## config.mk

```make
export PLATFORM = sky130hd
export DESIGN_NAME = pwr_dn_sq_ctrl
export DESIGN_NICKNAME = d
export VERILOG_FILES = /design/src/rtl/pwr_sq_pkg.sv /design/src/rtl/pwr_ms_timer.sv /design/src/rtl/pwr_dn_sq_ctrl.sv
export SDC_FILE = /design/constraint.sdc
export NUM_CORES = 1
export LEC_CHECK = 0
export ABC_AREA = 1
export CAP_MARGIN = 20
export CORE_MARGIN = 1
export CORE_UTILIZATION = 60
export CTS_CLUSTER_SIZE = 28
export DETAILED_ROUTE_END_ITERATION = 12
export HOLD_SLACK_MARGIN = 0.15
export PLACE_DENSITY = 0.85
export REMOVE_ABC_BUFFERS = 1
export SLEW_MARGIN = 20
export SYNTH_ARGS = -nofsm -noshare
export SYNTH_HDL_FRONTEND = slang
export SYNTH_HIERARCHICAL = 1
export SYNTH_SLANG_ARGS = --single-unit
```

## constraint.sdc

```tcl
create_clock -name clk -period 3.3 [get_ports clk]
set_clock_uncertainty 0.2 [all_clocks]
set_input_delay 0.66 -clock clk [delete_from_list [all_inputs] [get_ports clk]]
set_output_delay 0.66 -clock clk [all_outputs]
set_load 0.01 [all_outputs]
```

## src/rtl/pwr_sq_pkg.sv

```systemverilog
// Shared definitions for the LH154Q LCD power sequencers (power-up and power-down):
// state encodings, the 27 MHz millisecond prescale and the panel's default dwell times.
package pwr_sq_pkg;

  localparam int unsigned MS_CNT_W = 9;
  localparam int unsigned MS_MAX   = 511;

  localparam int unsigned TICKS_PER_MS_27M = 27000;

  localparam int unsigned T_HS_MS_LH154Q  = 2;
  localparam int unsigned T_RST_MS_LH154Q = 10;
  localparam int unsigned T_3V0_MS_LH154Q = 20;
  localparam int unsigned T_1V8_MS_LH154Q = 5;

  // Encodings are ordered so that "at or past a step" is a simple magnitude compare
  localparam logic [2:0] ST_ON      = 3'd0;
  localparam logic [2:0] ST_HS_STOP = 3'd1;
  localparam logic [2:0] ST_RST_DW  = 3'd2;
  localparam logic [2:0] ST_V3V0_DW = 3'd3;
  localparam logic [2:0] ST_V1V8_DW = 3'd4;
  localparam logic [2:0] ST_OFF     = 3'd5;

  // True in the last cycle of an n_ms dwell; a zero-length dwell lasts one cycle
  function automatic logic dwell_done(input logic [MS_CNT_W-1:0] ms_cnt,
                                      input logic                cyc_zero,
                                      input logic [MS_CNT_W-1:0] n_ms);
    return (n_ms == '0) || (cyc_zero && (ms_cnt == n_ms - MS_CNT_W'(1)));
  endfunction

endpackage

```

## src/rtl/pwr_ms_timer.sv

```systemverilog
// Millisecond dwell timer: a cycle prescaler feeding a saturating ms counter.
// cyc_zero flags the final cycle of the current millisecond (no cycles left in it).
module pwr_ms_timer #(
  parameter int unsigned TICKS_PER_MS = 27000,
  parameter int unsigned MS_W         = 9
) (
  input  logic            clk,
  input  logic            reset,
  input  logic            clr,
  output logic [MS_W-1:0] ms_cnt,
  output logic            cyc_zero
);

  localparam int unsigned PRE_W = (TICKS_PER_MS > 1) ? $clog2(TICKS_PER_MS) : 1;

  logic [PRE_W-1:0] pre_q, pre_d;
  logic [MS_W-1:0]  ms_cnt_q, ms_cnt_d;

  assign cyc_zero = (pre_q == PRE_W'(TICKS_PER_MS - 1));
  assign ms_cnt   = ms_cnt_q;

  always_comb begin
    pre_d    = pre_q;
    ms_cnt_d = ms_cnt_q;
    if (clr) begin
      pre_d    = '0;
      ms_cnt_d = '0;
    end else if (cyc_zero) begin
      pre_d = '0;
      if (ms_cnt_q != '1) ms_cnt_d = ms_cnt_q + MS_W'(1);
    end else begin
      pre_d = pre_q + PRE_W'(1);
    end
  end

  always_ff @(posedge clk or posedge reset) begin
    if (reset) begin
      pre_q    <= '0;
      ms_cnt_q <= '0;
    end else begin
      pre_q    <= pre_d;
      ms_cnt_q <= ms_cnt_d;
    end
  end

endmodule

```

## src/rtl/pwr_dn_sq_ctrl.sv

```systemverilog
// LCD power-down sequencer: stops HS video, asserts LCD reset, drops 3V0, then 1V8.
// Outputs are active-high keep masks ANDed with the power-up sequencer's pad drives.
module pwr_dn_sq_ctrl
  import pwr_sq_pkg::*;
#(
  parameter int unsigned TICKS_PER_MS = TICKS_PER_MS_27M,
  parameter int unsigned T_HS_MS      = T_HS_MS_LH154Q,
  parameter int unsigned T_RST_MS     = T_RST_MS_LH154Q,
  parameter int unsigned T_3V0_MS     = T_3V0_MS_LH154Q,
  parameter int unsigned T_1V8_MS     = T_1V8_MS_LH154Q
) (
  input  logic clk,
  input  logic reset,
  input  logic pwrdn_req,
  input  logic fault_req,
  output logic hs_stop,
  output logic rst_keep,
  output logic v3v0_keep,
  output logic v1v8_keep,
  output logic busy,
  output logic pwrdn_done
);

  if (T_HS_MS > MS_MAX || T_RST_MS > MS_MAX || T_3V0_MS > MS_MAX || T_1V8_MS > MS_MAX)
  begin : g_dwell_range
    $error("pwr_dn_sq_ctrl: dwell times must fit the 9-bit ms counter (<= 511)");
  end

  if (TICKS_PER_MS < 1) begin : g_tick_range
    $error("pwr_dn_sq_ctrl: TICKS_PER_MS must be at least 1");
  end

  localparam logic [MS_CNT_W-1:0] HS_N  = MS_CNT_W'(T_HS_MS);
  localparam logic [MS_CNT_W-1:0] RST_N = MS_CNT_W'(T_RST_MS);
  localparam logic [MS_CNT_W-1:0] V3_N  = MS_CNT_W'(T_3V0_MS);
  localparam logic [MS_CNT_W-1:0] V18_N = MS_CNT_W'(T_1V8_MS);

  logic [2:0]          state_q, state_d;
  logic                hs_stop_q, hs_stop_d;
  logic                rst_keep_q, rst_keep_d;
  logic                v3v0_keep_q, v3v0_keep_d;
  logic                v1v8_keep_q, v1v8_keep_d;
  logic                busy_q, busy_d;
  logic                pwrdn_done_q, pwrdn_done_d;
  logic                tmr_clr;
  logic [MS_CNT_W-1:0] ms_cnt;
  logic                cyc_zero;

  pwr_ms_timer #(
    .TICKS_PER_MS(TICKS_PER_MS),
    .MS_W        (MS_CNT_W)
  ) u_timer (
    .clk     (clk),
    .reset   (reset),
    .clr     (tmr_clr),
    .ms_cnt  (ms_cnt),
    .cyc_zero(cyc_zero)
  );

  // Outputs are decoded from the next state so they change on the entry edge
  always_comb begin
    state_d = state_q;
    case (state_q)
      ST_ON: begin
        if (fault_req)      state_d = ST_RST_DW;
        else if (pwrdn_req) state_d = ST_HS_STOP;
      end
      ST_HS_STOP: begin
        if (fault_req || dwell_done(ms_cnt, cyc_zero, HS_N)) state_d = ST_RST_DW;
      end
      ST_RST_DW:  if (dwell_done(ms_cnt, cyc_zero, RST_N)) state_d = ST_V3V0_DW;
      ST_V3V0_DW: if (dwell_done(ms_cnt, cyc_zero, V3_N))  state_d = ST_V1V8_DW;
      ST_V1V8_DW: if (dwell_done(ms_cnt, cyc_zero, V18_N)) state_d = ST_OFF;
      ST_OFF:     state_d = ST_OFF;
      default:    state_d = ST_OFF;
    endcase

    tmr_clr      = (state_d != state_q);
    hs_stop_d    = hs_stop_q | (state_d != ST_ON);
    rst_keep_d   = rst_keep_q & (state_d < ST_RST_DW);
    v3v0_keep_d  = v3v0_keep_q & (state_d < ST_V3V0_DW);
    v1v8_keep_d  = v1v8_keep_q & (state_d < ST_V1V8_DW);
    busy_d       = (state_d != ST_ON) && (state_d != ST_OFF);
    pwrdn_done_d = pwrdn_done_q | (state_d == ST_OFF);
  end

  always_ff @(posedge clk or posedge reset) begin
    if (reset) begin
      state_q      <= ST_ON;
      hs_stop_q    <= 1'b0;
      rst_keep_q   <= 1'b1;
      v3v0_keep_q  <= 1'b1;
      v1v8_keep_q  <= 1'b1;
      busy_q       <= 1'b0;
      pwrdn_done_q <= 1'b0;
    end else begin
      state_q      <= state_d;
      hs_stop_q    <= hs_stop_d;
      rst_keep_q   <= rst_keep_d;
      v3v0_keep_q  <= v3v0_keep_d;
      v1v8_keep_q  <= v1v8_keep_d;
      busy_q       <= busy_d;
      pwrdn_done_q <= pwrdn_done_d;
    end
  end

  assign hs_stop    = hs_stop_q;
  assign rst_keep   = rst_keep_q;
  assign v3v0_keep  = v3v0_keep_q;
  assign v1v8_keep  = v1v8_keep_q;
  assign busy       = busy_q;
  assign pwrdn_done = pwrdn_done_q;

endmodule

```

Word level (Yosys, flattened, before mapping)

Index checks and enable logic that the tools add are counted.

Add/subtract/negate cells: 2
Magnitude comparators: 3
Eq/ne operators: 13
Mux-type cells: 12
Bitwise logic cells: 5
Reduce and logical (&&, ||, !) cells: 11

Operator list:

| kind                                                                          | number |
|---|---|
| 15-bit 2-to-1 mux                                                             | 2 |
| 9-bit 2-to-1 mux                                                              | 3 |
| 3-bit 2-to-1 mux                                                              | 6 |
| 15-bit by 1-bit adder with 15-bit output (second input constant)              | 1 |
| 15-bit equality test (second input constant)                                  | 1 |
| 3-bit case mux with 5 select lines                                            | 1 |
| 9-bit by 1-bit adder with 9-bit output (second input constant)                | 1 |
| 9-bit by 1-bit equality test with 1-bit output (second input constant)        | 1 |
| 9-bit by 3-bit equality test with 1-bit output (second input constant)        | 1 |
| 9-bit by 4-bit equality test with 1-bit output (second input constant)        | 1 |
| 9-bit by 5-bit equality test with 1-bit output (second input constant)        | 1 |
| 9-bit != test (second input constant)                                         | 1 |
| 3-bit by 2-bit equality test with 1-bit output (second input constant)        | 2 |
| 3-bit equality test (second input constant)                                   | 2 |
| 3-bit by 2-bit less-than comparator with 1-bit output (second input constant) | 2 |
| 1-bit logical AND                                                             | 5 |
| 2-bit nonzero test                                                            | 2 |
| 1-bit AND                                                                     | 3 |
| 3-bit by 1-bit equality test with 1-bit output (second input constant)        | 1 |
| 3-bit zero test                                                               | 1 |
| 3-bit less-than comparator (second input constant)                            | 1 |
| 3-bit != test                                                                 | 1 |
| 3-bit != test (second input constant)                                         | 1 |
| 3-bit nonzero test                                                            | 1 |
| other kinds (3)                                                               | 4 |

Register bits: 33
Input bits: 4
Output and inout bits: 6
Logic and storage cells: 55

Logic depth before layout (Yosys ltp)

Gate-level depths: netlist (run 1).

Word-level depth: 8
Gate-level depth with buffers: 18
Mapped depth without buffers: 18

Hierarchy

Netlist (run 1), hierarchy kept.

By module, submodules not included:

| module         | instances | cells each | area each (µm²) | sequential area each (µm²) |
|---|---|---|---|---|
| pwr_ms_timer   | 1         | 203        | 1453.9          | 600.6 |
| pwr_dn_sq_ctrl | 1         | 94         | 710.7           | 229.0 |

Least setup slack after synthesis (run 1)

No wires, ideal clock.

Path type: register to register
Start: register u_timer.pre_q[0]
End: register u_timer.ms_cnt_q[1], in the netlist u_timer/ms_cnt[1]
Library setup time: 0.119 ns
Arrival time: 2.264 ns
Data required time: 2.981 ns
Path slack: 0.717 ns
Stages on the path, launching flop included: 18
Path buffers: 1
Period minus slack after synthesis: 2.583 ns
Cells stage by stage: dfrtp_1 -> ha_1 -> nand2_1 -> inv_2 -> nand3_1 -> nor2_2 -> nand2_2 -> nor2_4 -> nand3_4 -> a21oi_4 -> nand2_2 -> nand2_1 -> nand2_1 -> nand3_1 -> clkinv_1 -> clkbuf_1 -> nand3_1 -> nand2_1

Word-level cells in the longest chain between the ends: 8
Elaborated cells on any way between the ends: 16
Those cells by class: eq/ne (2); mux (6); reduce/logical (8)

Ends and longest elaborated chain:

| element                                | line                 | RTL |
|---|---|---|
| start: declaration                     | pwr_ms_timer.sv:16   | `logic [PRE_W-1:0] pre_q, pre_d;` |
| start signal: assignment               | pwr_ms_timer.sv:41   | `pre_q <= pre_d;` |
| 15-bit equality test (*)               | pwr_ms_timer.sv:19   | `assign cyc_zero = (pre_q == PRE_W'(TICKS_PER_MS - 1));` |
| net cyc_zero                           | pwr_dn_sq_ctrl.sv:47 | `logic cyc_zero;` |
| 1-bit logical AND                      | pwr_sq_pkg.sv:27     | `return (n_ms == '0) \|\| (cyc_zero && (ms_cnt == n_ms - MS_CNT_W'(1)));` |
| 1-bit logical OR                       | pwr_dn_sq_ctrl.sv:69 | `if (fault_req \|\| dwell_done(ms_cnt, cyc_zero, HS_N)) state_d = ST_RST_DW;` |
| 3-bit 2-to-1 mux                       | pwr_dn_sq_ctrl.sv:69 |  |
| 3-bit case mux with 5 select lines (*) | pwr_dn_sq_ctrl.sv:63 | `case (state_q)` |
| net state_d[1]                         | pwr_dn_sq_ctrl.sv:38 | `logic [2:0] state_q, state_d;` |
| 3-bit != test (*)                      | pwr_dn_sq_ctrl.sv:78 | `tmr_clr = (state_d != state_q);` |
| net tmr_clr                            | pwr_dn_sq_ctrl.sv:45 | `logic tmr_clr;` |
| 2-bit nonzero test (no source line)    | -                    |  |
| 2-bit AND reduction (no source line)   | -                    |  |
| end signal: assignment                 | pwr_ms_timer.sv:42   | `ms_cnt_q <= ms_cnt_d;` |
| end: declaration                       | pwr_ms_timer.sv:17   | `logic [MS_W-1:0] ms_cnt_q, ms_cnt_d;` |

The timed path passes the listed nets; every way through them passes the cells marked *.
A chain may end at the register's enable or synchronous reset.

Worst setup path in the final report (run 1)

Start: register u_timer.pre_q[0]
End: register u_timer.pre_q[6]

Word-level cells in the longest chain between the ends: 7
Elaborated cells on any way between the ends: 15
Those cells by class: add/sub (1); eq/ne (2); mux (7); reduce/logical (5)

Ends and longest elaborated chain:

| element                                | line                 | RTL |
|---|---|---|
| 15-bit equality test (*)               | pwr_ms_timer.sv:19   |  |
| net cyc_zero                           | pwr_dn_sq_ctrl.sv:47 |  |
| 1-bit logical AND                      | pwr_sq_pkg.sv:27     |  |
| 1-bit logical OR                       | pwr_dn_sq_ctrl.sv:69 |  |
| 3-bit 2-to-1 mux                       | pwr_dn_sq_ctrl.sv:69 |  |
| 3-bit case mux with 5 select lines (*) | pwr_dn_sq_ctrl.sv:63 |  |
| net state_d[1]                         | pwr_dn_sq_ctrl.sv:38 |  |
| 3-bit != test (*)                      | pwr_dn_sq_ctrl.sv:78 |  |
| net tmr_clr                            | pwr_dn_sq_ctrl.sv:45 |  |
| 15-bit 2-to-1 mux (*)                  | pwr_ms_timer.sv:25   | `if (clr) begin` |
| net u_timer.pre_d[6]                   | pwr_ms_timer.sv:16   |  |

Marked as above.

==> flow_metrics.env, run 1 <==
export IMPL_status="completed"
export IMPL_seq_area_um2=830
export IMPL_vias=1845
export IMPL_antenna_found_initial=0
export IMPL_ant_nets=0
export IMPL_fill_cells=272
export IMPL_layout_nets=318
export IMPL_wl_per_cell_um=11.8
export IMPL_cts_tree="yes"
export IMPL_port_buffers=9
export IMPL_htreeDepth=2
export IMPL_start_util=0.639
export IMPL_floorplan_die_area_mm2=0.00385
export IMPL_globalplace_congestion=0.920
export IMPL_cts_reportedPaths_clkPinSlew_ns=0.10
export IMPL_critical_path_class="reg2reg"
export IMPL_cts_hold_buf=0
export IMPL_worst_path_max_delay_cell="dfrtp_1"
export IMPL_wl_um=4230
export IMPL_routed_via_density=5.15
export IMPL_synth_edff_count=0
export IMPL_grt_usage=0.254
export IMPL_syn_to_final_growth_pct=9.71
export IMPL_post_route_min_period_ns=2.87
export IMPL_rsz0062_at_grt="false"
export IMPL_synth_top_cell_area_share=0.347
export IMPL_worstPathMaxFanout=17
export IMPL_diodes=0
export IMPL_grt_pass1_wl_um=7080
export IMPL_synth_area_top_cells="dfrtp_1 35%, nand2_1 12%, nor2_1 8.3%, nand3_1 7.4%, inv_1 6.1%"
export IMPL_max_slew_margin_rel=0.393
export IMPL_slowest_delay_ns=0.38
export IMPL_grt_overflow_total=0
export IMPL_syn_area_per_cell_um2=7.29
export IMPL_die_x_um=62.1
export IMPL_syn_inst=297
export IMPL_yosysWarnings=6
export IMPL_cts_path_max_buffers=2
export IMPL_peakVddDrop_v=0.000242
export IMPL_ys_async_sr_fraction=1.00
export IMPL_worstPathCellList="ha_1 -> nand2_1 -> inv_2 -> nand3_1 -> nor2_2 -> nand2_2 -> nor2_4 -> nand3_4 -> a21oi_4 -> nand2_2 -> nand2_1 -> nand2_1 -> nand3_1 -> clkinvlp_4 -> nand2_2 -> nor2_1"
export IMPL_rows=21
export IMPL_finalSetupTns_ns=0
export IMPL_die_height_um=62.1
export IMPL_worstSkewPairLatency_ns=0.33
export IMPL_hold_viol=0
export IMPL_power_density_mw_per_mm2=491
export IMPL_first_pass_iters=4
export IMPL_first_global_vias=1693
export IMPL_drc=0
export IMPL_clkSinkCount=33
export IMPL_netlist_area_mm2=0.00216
export IMPL_worst_slew_pin_slew_ns=0.909
export IMPL_cts_setup_buffers=0
export IMPL_synth_flop_cell="dfrtp_1"
export IMPL_period_share=0.871
export IMPL_cp_end_kind="register"
export IMPL_multi_input_area_mm2=0.00114
export IMPL_worstHoldPathType="reg2reg"
export IMPL_dpl_cell_area_mm2=0.00230
export IMPL_drt_initial_drc_count=100
export IMPL_cp_top_family="simple AND/OR/NAND/NOR gates"
export IMPL_max_cap_violations=0
export IMPL_crit_required_ns=3.32
export IMPL_whs_ns=0.250
export IMPL_synth_distinct_cells=31
export IMPL_cp_start_kind="register"
export IMPL_core_area_mm2=0.00339
export IMPL_root_buffer="clkbuf_4"
export IMPL_drive_gt1_frac=0.173
export IMPL_fin_area_mm2=0.00237
export IMPL_synth_top_area_cell="dfrtp_1"
export IMPL_reg2reg_slack_ns=0.43
export IMPL_maxSlewViolCount=0
export IMPL_cp_num_buf_inv=2
export IMPL_hpwl_um=3200
export IMPL_synth_most_common_cell="nand2_1"
export IMPL_cts_made_buffers=5
export IMPL_worstPathArrival_ns=2.89
export IMPL_setup_viol=0
export IMPL_seq_area_frac_synth=0.383
export IMPL_ys_seq_elements=33
export IMPL_grt_max_degree=25
export IMPL_p_leak_uw=0.00106
export IMPL_clock_fmax_ghz=0.348
export IMPL_num_io_pins=10
export IMPL_cts_resized=0
export IMPL_synth_common_cells="70 x nand2_1, 48 x nor2_1, 35 x inv_1, 32 x nand3_1, 30 x dfrtp_1"
final cells by class:
| cell class | count | area share |
|---|---|---|
| multi-input cells | 215 | 0.482 |
| clock buffers | 7 | 0.0274 |
| repair buffers | 10 | 0.0411 |
| clock inverters | 1 | 0.00211 |
| inverters | 46 | 0.0743 |
| well taps | 46 | 0.0242 |
| flip-flops and latches | 33 | 0.349 |
report_power, final:
group	internal (uW)	leakage [uW]	total (uW)	switching (uW)
registers	432	0.000430	464	32.0
logic	136	0.000593	455	319
clock network	123	0.0000413	248	125
state kept, by name, indices dropped and copies added, names as in the netlist:
register,count
rst_keep,1
u_timer/pre_q,15
u_timer/ms_cnt,9
busy,1
v1v8_keep,1
pwrdn_done,1
state_q,3
hs_stop,1
v3v0_keep,1
worst paths after layout:
path                                    end  cells after the start        startpoint
setup / recovery           u_timer/pre_q[6]                     16  u_timer/pre_q[0]
hold / removal                    v1v8_keep                      2         v1v8_keep
setup reg to reg           u_timer/pre_q[6]                     16  u_timer/pre_q[0]
hold reg to reg                   v1v8_keep                      2         v1v8_keep
max in group asynchronous  u_timer/pre_q[4]                      2             reset
min in group asynchronous        state_q[2]                      2             reset
per-stage QoR:
step                       util  std cells  worst slack (ns)  total power, uW
after floorplan               -        294             0.410              790
after global routing      0.701        358             0.154             1240
final                     0.701        358             0.426             1170
after CTS                 0.700        358             0.263             1170
after global placement    0.679        350             0.323              904
after detailed placement  0.679        350             0.279              911
worst register-to-register path, cell delays in order (launching register included):
cell	delay [ns]
dfrtp_1	0.38
ha_1	0.21
nand2_1	0.08
inv_2	0.07
nand3_1	0.08
nor2_2	0.21
nand2_2	0.10
nor2_4	0.14
nand3_4	0.11
a21oi_4	0.19
nand2_2	0.09
nand2_1	0.06
nand2_1	0.05
nand3_1	0.13
clkinvlp_4	0.33
nand2_2	0.27
nor2_1	0.07
layout by cell type (no fill, tap or decap), types with 5 or more instances in the layout:
master,instances
nand3_1,32
nor3_1,6
nand2_2,8
nor2_2,8
dfrtp_1,30
nand2_1,70
xor2_1,6
inv_1,35
nor2_4,5
nand4_1,7
clkbuf_4,5
nor2_1,48
inv_2,8
clkdlybuf4s50_1,9
per-layer routing:
layer  global-route usage  vias to the layer above  part of all wire
li1                     -                      956                 -
met1                0.326                      835              0.46
met2                0.416                       50              0.48
met3               0.0600                        4             0.051
met4               0.0952                        0            0.0083
met5                    0                        -                 0
cell families (layout without fill, tap and decap cells):
| group | after synthesis | after routing | synth area share |
|---|---|---|---|
| AO/OA/AOI/OAI | 13 | 13 | 0.0497 |
| XOR/XNOR | 7 | 7 | 0.0283 |
| adder cells (fa/ha/maj) | 3 | 3 | 0.0173 |
| buffers and inverters | 49 | 64 | 0.0884 |
| flip-flops | 33 | 33 | 0.383 |
| AND/OR/NAND/NOR | 192 | 192 | 0.433 |
No activity file was read; power rests on OpenSTA's default activity.
==> inputs of run 2 (changes only) <==
--- a/config.mk
+++ b/config.mk
@@ -11,8 +11,9 @@
 export CORE_UTILIZATION = 60
 export CTS_CLUSTER_SIZE = 28
 export DETAILED_ROUTE_END_ITERATION = 12
+export GPL_ROUTABILITY_DRIVEN = 0
 export HOLD_SLACK_MARGIN = 0.15
-export PLACE_DENSITY = 0.85
+export PLACE_DENSITY = 0.89
 export REMOVE_ABC_BUFFERS = 1
 export SLEW_MARGIN = 20
 export SYNTH_ARGS = -nofsm -noshare
==> flow_metrics.env, run 2 (same netlist as run 1, synthesis figures left out) <==
export IMPL_power_density_mw_per_mm2=485
export IMPL_dpl_cell_area_mm2=0.00231
export IMPL_drive_gt1_frac=0.169
export IMPL_antenna_found_initial=0
export IMPL_worst_slew_pin_slew_ns=0.913
export IMPL_first_global_vias=1658
export IMPL_r2r_end="u_timer/ms_cnt[3]"
export IMPL_status="completed"
export IMPL_hold_end="rst_keep"
export IMPL_reg2reg_slack_ns=0.42
export IMPL_hold_viol=0
export IMPL_cts_made_buffers=5
export IMPL_slowest_delay_ns=0.38
export IMPL_max_slew_margin_rel=0.391
export IMPL_start_util=0.639
export IMPL_cp_end_kind="register"
export IMPL_grt_pass1_wl_um=7260
export IMPL_placedCellCount=351
export IMPL_maxSlewViolCount=0
export IMPL_vias=1889
export IMPL_grt_overflow_total=0
export IMPL_top_register="u_timer/pre_q"
export IMPL_peakVddDrop_v=0.000303
export IMPL_cts_setup_buffers=0
export IMPL_rsz0062_at_grt="false"
export IMPL_worstPathArrival_ns=2.90
export IMPL_fill_cells=279
export IMPL_core_area_mm2=0.00339
export IMPL_die_x_um=62.1
export IMPL_hpwl_um=3340
export IMPL_cts_reportedPaths_clkPinSlew_ns=0.10
export IMPL_period_share=0.872
export IMPL_max_cap_violations=0
export IMPL_htreeDepth=2
export IMPL_worstPathMaxFanout=10
export IMPL_cp_num_buf_inv=3
export IMPL_wl_per_cell_um=12.2
export IMPL_worstSkewPairLatency_ns=0.33
export IMPL_port_buffers=9
export IMPL_clock_fmax_ghz=0.348
export IMPL_syn_to_final_growth_pct=9.02
export IMPL_power_total_uw=1140
export IMPL_ff2ff_path_depth=17
export IMPL_worstHoldPathType="reg2reg"
export IMPL_die_height_um=62.1
export IMPL_cp_top_family="simple AND/OR/NAND/NOR gates"
export IMPL_reg2reg_from="u_timer/pre_q[0]"
export IMPL_hold_depth=2
export IMPL_grt_usage=0.261
export IMPL_layout_nets=319
export IMPL_setup_viol=0
export IMPL_largest_register_ffs=15
export IMPL_routed_via_density=5.26
export IMPL_drt_initial_drc_count=156
export IMPL_root_buffer="clkbuf_4"
export IMPL_num_io_pins=10
export IMPL_crit_required_ns=3.32
export IMPL_cts_resized=0
export IMPL_layout_commonest_cell="nand2_1"
export IMPL_diodes=0
export IMPL_worst_path_max_delay_cell="dfrtp_1"
export IMPL_post_route_min_period_ns=2.88
export IMPL_mostFrequentLayoutCells="70 x nand2_1, 48 x nor2_1, 35 x inv_1"
export IMPL_cts_hold_buf=0
export IMPL_cp_common_cell="nand2_1"
export IMPL_critical_path_class="reg2reg"
export IMPL_first_pass_iters=4
export IMPL_finalSetupTns_ns=0
export IMPL_wl_um=4390
export IMPL_grt_max_degree=25
export IMPL_min_from="rst_keep"
export IMPL_ant_nets=0
export IMPL_cts_tree="yes"
export IMPL_whs_ns=0.254
export IMPL_cts_path_max_buffers=2
export IMPL_cp_start_kind="register"
export IMPL_floorplan_die_area_mm2=0.00385
export IMPL_worstPathCellList="ha_1 -> nand2_1 -> inv_2 -> nand3_1 -> nor2_2 -> nand2_2 -> nor2_4 -> nand3_4 -> a21oi_4 -> nand2_2 -> nand2_1 -> nand2_1 -> nand3_1 -> clkinv_1 -> buf_4 -> nand3_1 -> nand2_1"
export IMPL_rows=21
export IMPL_clkSinkCount=33
export IMPL_drc=0
export IMPL_finalNonFillerCells=359
export IMPL_p_leak_uw=0.00106
export IMPL_fin_area_mm2=0.00236
run 2: cell count changes in the layout (fill, tap and decap cells not counted):
cell	previous run	this run
clkinv_2	1	2
clkbuf_1	0	1
clkinv_1	2	3
clkbuf_8	2	0
clkinvlp_4	1	0
buf_4	1	2
run 2: how the worst max path moves through the flow:
stage,from,endpoint,cells past startpoint
final,u_timer/pre_q[0],u_timer/ms_cnt[3],17
after floorplan,u_timer/pre_q[0],u_timer/pre_q[13],16
after detailed placement,fault_req,u_timer/ms_cnt[0],12
after global routing,u_timer/pre_q[0],u_timer/ms_cnt[4],17
after CTS,u_timer/pre_q[0],u_timer/ms_cnt[3],17
after global placement,fault_req,u_timer/ms_cnt[3],12
run 2: per-stage QoR:
stage,utilization,setup slack [ns]
5_1_grt,0.696,0.0880
6_report,0.696,0.423
2_1_floorplan,-,0.410
3_5_place_dp,0.681,0.459
4_1_cts,0.696,0.445
3_3_place_gp,0.681,0.523
run 2: worst min-delay path, delay by kind of cell, from the launching register on:
kind | cells | cell delay [ns]
flip-flops | 1 | 0.38
AND/OR/NAND/NOR | 1 | 0.04
buffers and inverters | 1 | 0.05
run 2: layout make-up:
cell class                 instances  area, um2  area share
sequential                        33        830       0.352
timing repair buffer              11        105      0.0445
inverter                          46        173      0.0732
clock buffer                       6       41.3      0.0175
multi-input combinational        215       1140       0.485
tap                               46       57.6      0.0244
clock inverter                     2       10.0     0.00424
run 2: power breakdown:
part	internal [uW]	switching [uW]	total (uW)
clock	81.2	134	215
combinational	147	318	464
sequential	432	33.0	465
total	660	485	1140
run 2: routing by layer:
| metal | up-vias | GRT usage | part of all wire |
|---|---|---|---|
| met4 | 0 | 0.0857 | 0.011 |
| met5 | - | 0 | 0 |
| met1 | 876 | 0.350 | 0.47 |
| li1 | 962 | - | - |
| met2 | 45 | 0.412 | 0.48 |
| met3 | 6 | 0.0642 | 0.043 |
==> inputs of run 3 (changes only) <==
--- a/config.mk
+++ b/config.mk
@@ -6,7 +6,7 @@
 export NUM_CORES = 1
 export LEC_CHECK = 0
 export ABC_AREA = 1
-export CAP_MARGIN = 20
+export CAP_MARGIN = 15
 export CORE_MARGIN = 1
 export CORE_UTILIZATION = 60
 export CTS_CLUSTER_SIZE = 28
==> results of run 3 <==
Same layout as run 2: the final DEF is identical, and so are final timing and power.
